## src/rtl/frame_sync_ctrl.sv

```systemverilog
// Frame alignment controller: hunts for the FAS pair, confirms lock and forwards whole frames to the demapper.
// Optional CRC error counter is built only when FRAME_SYNC_CRC_CNT_EN is defined.
module frame_sync_ctrl #(
    parameter int         ROWS       = 4,
    parameter int         COLS       = 1024,
    parameter logic [7:0] FAS0       = 8'hF6,
    parameter logic [7:0] FAS1       = 8'h28,
    parameter int         LOCK_CNT   = 2,
    parameter int         UNLOCK_CNT = 4
) (
    input  logic        i_clk,
    input  logic        i_rst,
    input  logic [7:0]  i_frame_data,
    input  logic        i_frame_data_valid,
    input  logic        i_crc_err,
    input  logic        i_cnt_clr,
    output logic [7:0]  o_frame_data,
    output logic        o_frame_data_valid,
    output logic        o_frame_data_fas,
    output logic        o_locked,
    output logic [1:0]  o_state,
    output logic        o_lof,
    output logic [15:0] o_crc_err_cnt
);
    // state   | meaning
    // HUNT    | searching for FAS0 followed by FAS1 at any byte offset
    // PRESYNC | candidate alignment, counting consecutive good FAS frames
    // SYNC    | locked, counting consecutive FAS misses
    localparam int               FRAME_LEN = ROWS * COLS;
    localparam int               POS_W     = $clog2(FRAME_LEN);
    localparam logic [POS_W-1:0] POS_LAST  = POS_W'(FRAME_LEN - 1);
    localparam logic [7:0]       LOCK_L    = 8'(LOCK_CNT);
    localparam logic [7:0]       UNLOCK_L  = 8'(UNLOCK_CNT);

    typedef enum logic [1:0] {
        HUNT    = 2'd0,
        PRESYNC = 2'd1,
        SYNC    = 2'd2
    } state_t;

    state_t           state, state_nxt;
    logic [POS_W-1:0] pos, pos_nxt;
    logic [7:0]       good_cnt, good_nxt;
    logic [7:0]       miss_cnt, miss_nxt;
    logic [7:0]       prev, prev_nxt;
    logic             fas0_ok, fas0_ok_nxt;
    logic             fwd, fwd_nxt;
    logic [7:0]       data_q, data_nxt;
    logic             valid_q, valid_nxt;
    logic             fas_q, fas_nxt;
    logic             lof_q, lof_nxt;
    logic             fwd_now;
    logic             frame_ok;

    always_ff @(posedge i_clk) begin
        if (i_rst) begin
            state    <= HUNT;
            pos      <= '0;
            good_cnt <= '0;
            miss_cnt <= '0;
            prev     <= '0;
            fas0_ok  <= 1'b0;
            fwd      <= 1'b0;
            data_q   <= '0;
            valid_q  <= 1'b0;
            fas_q    <= 1'b0;
            lof_q    <= 1'b0;
        end else begin
            state    <= state_nxt;
            pos      <= pos_nxt;
            good_cnt <= good_nxt;
            miss_cnt <= miss_nxt;
            prev     <= prev_nxt;
            fas0_ok  <= fas0_ok_nxt;
            fwd      <= fwd_nxt;
            data_q   <= data_nxt;
            valid_q  <= valid_nxt;
            fas_q    <= fas_nxt;
            lof_q    <= lof_nxt;
        end
    end

    always_comb begin
        state_nxt   = state;
        pos_nxt     = pos;
        good_nxt    = good_cnt;
        miss_nxt    = miss_cnt;
        prev_nxt    = prev;
        fas0_ok_nxt = fas0_ok;
        fwd_nxt     = fwd;
        data_nxt    = data_q;
        valid_nxt   = 1'b0;
        fas_nxt     = 1'b0;
        lof_nxt     = 1'b0;
        fwd_now     = 1'b0;
        frame_ok    = 1'b0;
        if (i_frame_data_valid) begin
            prev_nxt = i_frame_data;
            pos_nxt  = (pos == POS_LAST) ? '0 : pos + POS_W'(1);
            fwd_now  = fwd || (state == SYNC && pos == '0);
            frame_ok = fas0_ok && (i_frame_data == FAS1);
            if (fwd_now) begin
                data_nxt  = i_frame_data;
                valid_nxt = 1'b1;
                fas_nxt   = (pos == '0);
            end
            if (state != HUNT && pos == '0) begin
                fas0_ok_nxt = (i_frame_data == FAS0);
            end
            unique case (state)
                HUNT: begin
                    if (prev == FAS0 && i_frame_data == FAS1) begin
                        pos_nxt  = POS_W'(2);
                        good_nxt = 8'd1;
                        if (LOCK_CNT == 1) state_nxt = SYNC;
                        else               state_nxt = PRESYNC;
                    end
                end
                PRESYNC: begin
                    if (pos == POS_W'(1)) begin
                        if (frame_ok) begin
                            good_nxt = good_cnt + 8'd1;
                            if (good_nxt >= LOCK_L) state_nxt = SYNC;
                        end else begin
                            good_nxt  = '0;
                            state_nxt = HUNT;
                        end
                    end
                end
                SYNC: begin
                    if (pos == POS_W'(1)) begin
                        if (frame_ok) begin
                            miss_nxt = '0;
                        end else begin
                            miss_nxt = miss_cnt + 8'd1;
                            if (miss_nxt >= UNLOCK_L) begin
                                state_nxt = HUNT;
                                lof_nxt   = 1'b1;
                                miss_nxt  = '0;
                                good_nxt  = '0;
                            end
                        end
                    end
                end
                default: state_nxt = HUNT;
            endcase
            // the deciding byte of a loss of lock is still forwarded above; only later bytes are cut
            if (fwd_now) fwd_nxt = 1'b1;
            if (state == SYNC && state_nxt != SYNC) fwd_nxt = 1'b0;
        end
    end

    assign o_frame_data       = data_q;
    assign o_frame_data_valid = valid_q;
    assign o_frame_data_fas   = fas_q;
    assign o_lof              = lof_q;
    assign o_state            = state;
    assign o_locked           = (state == SYNC);

`ifdef FRAME_SYNC_CRC_CNT_EN
    logic [15:0] crc_cnt;

    always_ff @(posedge i_clk) begin
        if (i_rst || i_cnt_clr) begin
            crc_cnt <= '0;
        end else if (i_crc_err && fwd && crc_cnt != 16'hFFFF) begin
            crc_cnt <= crc_cnt + 16'd1;
        end
    end

    assign o_crc_err_cnt = crc_cnt;
`else
    logic unused_crc;
    assign unused_crc    = i_crc_err ^ i_cnt_clr;
    assign o_crc_err_cnt = 16'h0000;
`endif
endmodule

```

## config.mk

```make
export PLATFORM = sky130hd
export DESIGN_NAME = frame_sync_ctrl
export DESIGN_NICKNAME = d
export VERILOG_FILES = /design/src/rtl/frame_sync_ctrl.sv
export SDC_FILE = /design/constraint.sdc
export NUM_CORES = 1
export LEC_CHECK = 0
export CORE_MARGIN = 5
export CORE_UTILIZATION = 50
export DETAILED_ROUTE_END_ITERATION = 12
export PLACE_DENSITY = 0.77
export SLEW_MARGIN = 20
export SYNTH_ARGS = -nofsm -noshare
export SYNTH_HDL_FRONTEND = slang
export SYNTH_SLANG_ARGS = --single-unit
```

## constraint.sdc

```tcl
create_clock -name i_clk -period 2.64 [get_ports i_clk]
set_clock_uncertainty 0.15 [all_clocks]
set_input_delay 0.528 -clock i_clk [delete_from_list [all_inputs] [get_ports i_clk]]
set_output_delay 0.528 -clock i_clk [all_outputs]
set_load 0.005 [all_outputs]
```

==> results by group <==
Yosys
  • Syn_area_per_cell: 8.986 sq um
  • Most used DFF post-synth: dfxtp_1
  • Most area-hungry cell type in the Yosys netlist: dfxtp_1
  • Portion of synthesized cell area occupied by the leading cell type: 39.04%
  • Synth async-reset ratio: 0%
  • Number of register bits inferred by synthesis: 51
  • Number of warnings printed during yosys synthesis: 0
  • Share of synthesized area occupied by flip-flops and latches: 39.04%
  • Synthesized cell area: 2615 sq um
  • Largest cells by area after synthesis: dfxtp_1 (39%), mux2i_1 (8.4%), nor2_1 (7.6%)
  • Mapped Cells: slightly below 300
  • Number of enable flip-flop cells after synthesis: 0
  • Number of different library cells in the post-synthesis netlist: 46

Final layout
  • Cell area after layout: roughly 3000 sq um
  • Final non-filler cell total: slightly above 400
  • Antenna Cells: 0
  • Total Nets Final: roughly 360
  • Leading cell type in the layout, fill and taps excluded: nor2_1
  • Highest-count cells in the layout ignoring fill and taps: nor2_1 (53), dfxtp_1 (51), clkdlybuf4s50_1 (24)
  • Area Overhead vs Synth: 18.04%
  • Number of filler cells placed in the layout: 461
  • Core occupancy in the finished layout: 60.44%
  • Multi-input combinational cell area: 1439 sq um
  • Fraction of final layout cells sized beyond drive strength 1: 13.47%
  • Register area: between 1000 and 1500 sq um

Global route
  • Pin count of the biggest net entering global routing: 24
  • Vias in the first global route: about 1.9k
  • Overall overflow remaining after global route: 0
  • Antenna violations before repair: 0
  • Gr usage total: 16.05%
  • Global-route wire length before repair: 8480 microns

Detailed routing
  • Iteration-0 DRC count of the detailed router: 107
  • First drt pass iteration count: 4
  • Total vias in the final route: 2047
  • Highest metal layer with signal wires: met4
  • Wire per inst: 12.49 microns
  • Wire length on met3: 231 microns
  • DRT met1 WL: 2420 microns
  • Vias per cell: 5.067
  • Count of nets left with antenna violations after detail routing: 0
  • Number of design rule violations left after detail routing: 0
  • Met2 WL: between 2000 and 2500 microns
  • Total Routed Length: just over 5000 microns

Floorplan
  • Placeable Area: between 5000 and 6000 sq um
  • Vertical extent of the die: 82.32 microns
  • Initial standard-cell utilization of the core: 51.20%
  • Std-Cell Rows: 26
  • Width of the chip: 82.32 microns
  • Number of top-level design ports: 43
  • Die area: 6777 sq um

Worst setup path
  • Largest incremental delay on the critical path: 480 ps
  • WP data required: 2740 ps
  • Critical path's slowest cell: clkdlybuf4s50_1
  • Critical Path Start Type: input pin
  • Worst endpoint data arrival time: around 2600 ps
  • Highest net fanout along the worst path: 5
  • Type of the worst setup path: in2reg
  • Crit end category: register
  • Cells along the critical path: clkdlybuf4s50_1 -> nor4b_2 -> nand2_1 -> o31ai_4 -> nand3b_4 -> or4_1 -> a21oi_1

Power
  • Net switching share of the total power: 24.57%
  • Portion of total power attributed to the clock network: 33.5%
  • Logic gate share of total power: roughly 8.0%
  • Cell internal pwr: roughly 1 mW
  • Peak ir drop on the vdd network: 0.0003856 V
  • Total power consumption of the routed design: 1.346 mW
  • Power Density: 435.9 nW/um^2
  • Static leakage power: approximately 1.3 nW
  • Switching power: 330.6 uW
  • Portion of total power attributed to sequential cells: 58.6%

CTS
  • # clock sinks: 51
  • Root cell of the clock tree: clkbuf_8
  • Gates resized, CTS repair: 0
  • Clock-pin slew reported for the worst setup and hold paths after clock tree synthesis: 100 ps
  • TritonCTS Buffers: 5
  • Number of buffers inserted for hold repair after clock tree synthesis: 0
  • Buffer depth of the longest clock path: 2
  • Clock tree from TritonCTS: built
  • Clock latency reported for the late side of the worst-skew pair: 310 ps
  • CTS H-Tree Depth: 2
  • Setup fix buffers added after clock tree synthesis: 0

STA
  • Pins over their slew limit: 0
  • Minimum clock period: ~2500 ps
  • Setup WS post-layout: 150.2 ps
  • Unrepaired setup endpoints after global routing: false
  • Count of endpoints failing hold in the final timing report: 0
  • Worst hold margin: about 340 ps
  • Peak clock frequency supported by timing: 401.6 MHz
  • Total Negative Setup Slacks: 0 ps
  • # setup viols final: 0
  • Tcrit/Tclk final: about 94%

Min path
  • Class of the most critical hold timing path: reg2reg

Placement
  • Area of placed instances: 2998 sq um
  • Worst-case setup slack after placement: -160.0 ps
  • Post-detailed-placement half-perimeter wirelength: 3814 microns
  • Count of buffers inserted at the top-level ports: 24
  • Final GP Congestion: 0.8077
  • Cell Count Post-Placement: just under 400

Outcome
  • Run status: finished clean

Job
  • Maximum Capacitance Violations: 0
## flip-flops by register name, indices dropped and copies added, names as in the netlist
name                flops
miss_cnt                8
o_lof                   1
pos                    12
o_frame_data_fas        1
o_frame_data            8
prev                    8
o_frame_data_valid      1
good_cnt                8
fwd                     1
o_state                 2
fas0_ok                 1
## critical path: cells and delay by family
kind	cells	cell delay, ps
buffers and inverters	1	480
AOI/OAI and AO/OA	2	470
and+or+nand+nor	4	1100
## kinds of logic after synthesis
| family | after synthesis | share of synthesized area (%) |
|---|---|---|
| AOI/OAI and AO/OA | 25 | 6.890 |
| and+or+nand+nor | 126 | 26.51 |
| muxes | 23 | 8.852 |
| DFF | 51 | 39.04 |
| other | 1 | 0.1434 |
| adders and majority gates | 10 | 4.785 |
| buffers and inverters | 38 | 8.086 |
| xor gates and xnor gates | 17 | 5.694 |
## area by class of cell
| class | instances | area share, % |
|---|---|---|
| Tap cell | 70 | 2.837 |
| Inverter | 12 | 1.459 |
| Sequential cell | 51 | 33.08 |
| Multi-Input combinational cell | 217 | 46.62 |
| Timing Repair Buffer | 46 | 13.13 |
| Clock buffer | 5 | 2.229 |
| Clock inverter | 3 | 0.6486 |
## cells in the mapped netlist, drive strengths merged (2+ instances only)
library cell,count
nor4b,2
nand4,9
xnor2,7
clkbuf,8
nor4,3
nor3,8
or4,4
inv,12
buf,18
a21oi,7
a211oi,2
dfxtp,51
nand3,9
o21ai,5
nand2b,3
or2,2
nand3b,2
nand4b,4
nor2,54
and3,11
xor2,10
ha,10
nand2,13
mux2i,22
## power groups by stage
| stage | clock, mW | combinational (mW) | sequential [mW] |
|---|---|---|---|
| finish | 0.450 | 0.107 | 0.788 |
| global route | 0.490 | 0.121 | 0.790 |
| CTS | 0.464 | 0.107 | 0.788 |
| detailed placement | 0 | 0.106 | 0.806 |
| global placement | 0 | 0.105 | 0.805 |
| floorplan | 0 | 0.0739 | 0.803 |
## final timing paths
kind | from | to | slack [ps] | depth (start not counted)
setup / recovery | i_frame_data[7] | good_cnt[2] | 150 | 7
hold reg to reg | fas0_ok | fas0_ok | 340 | 2
setup reg to reg | good_cnt[0] | fwd | 310 | 8
hold / removal | fas0_ok | fas0_ok | 340 | 2
## per-layer routing
layer / vias up / track usage (%)
met5: - / 0
met4: 0 / 6.811
met3: 8 / 3.145
met2: 39 / 25.96
met1: 948 / 20.75
li1: 1052 / -
No activity file was read; power rests on OpenSTA's default activity.
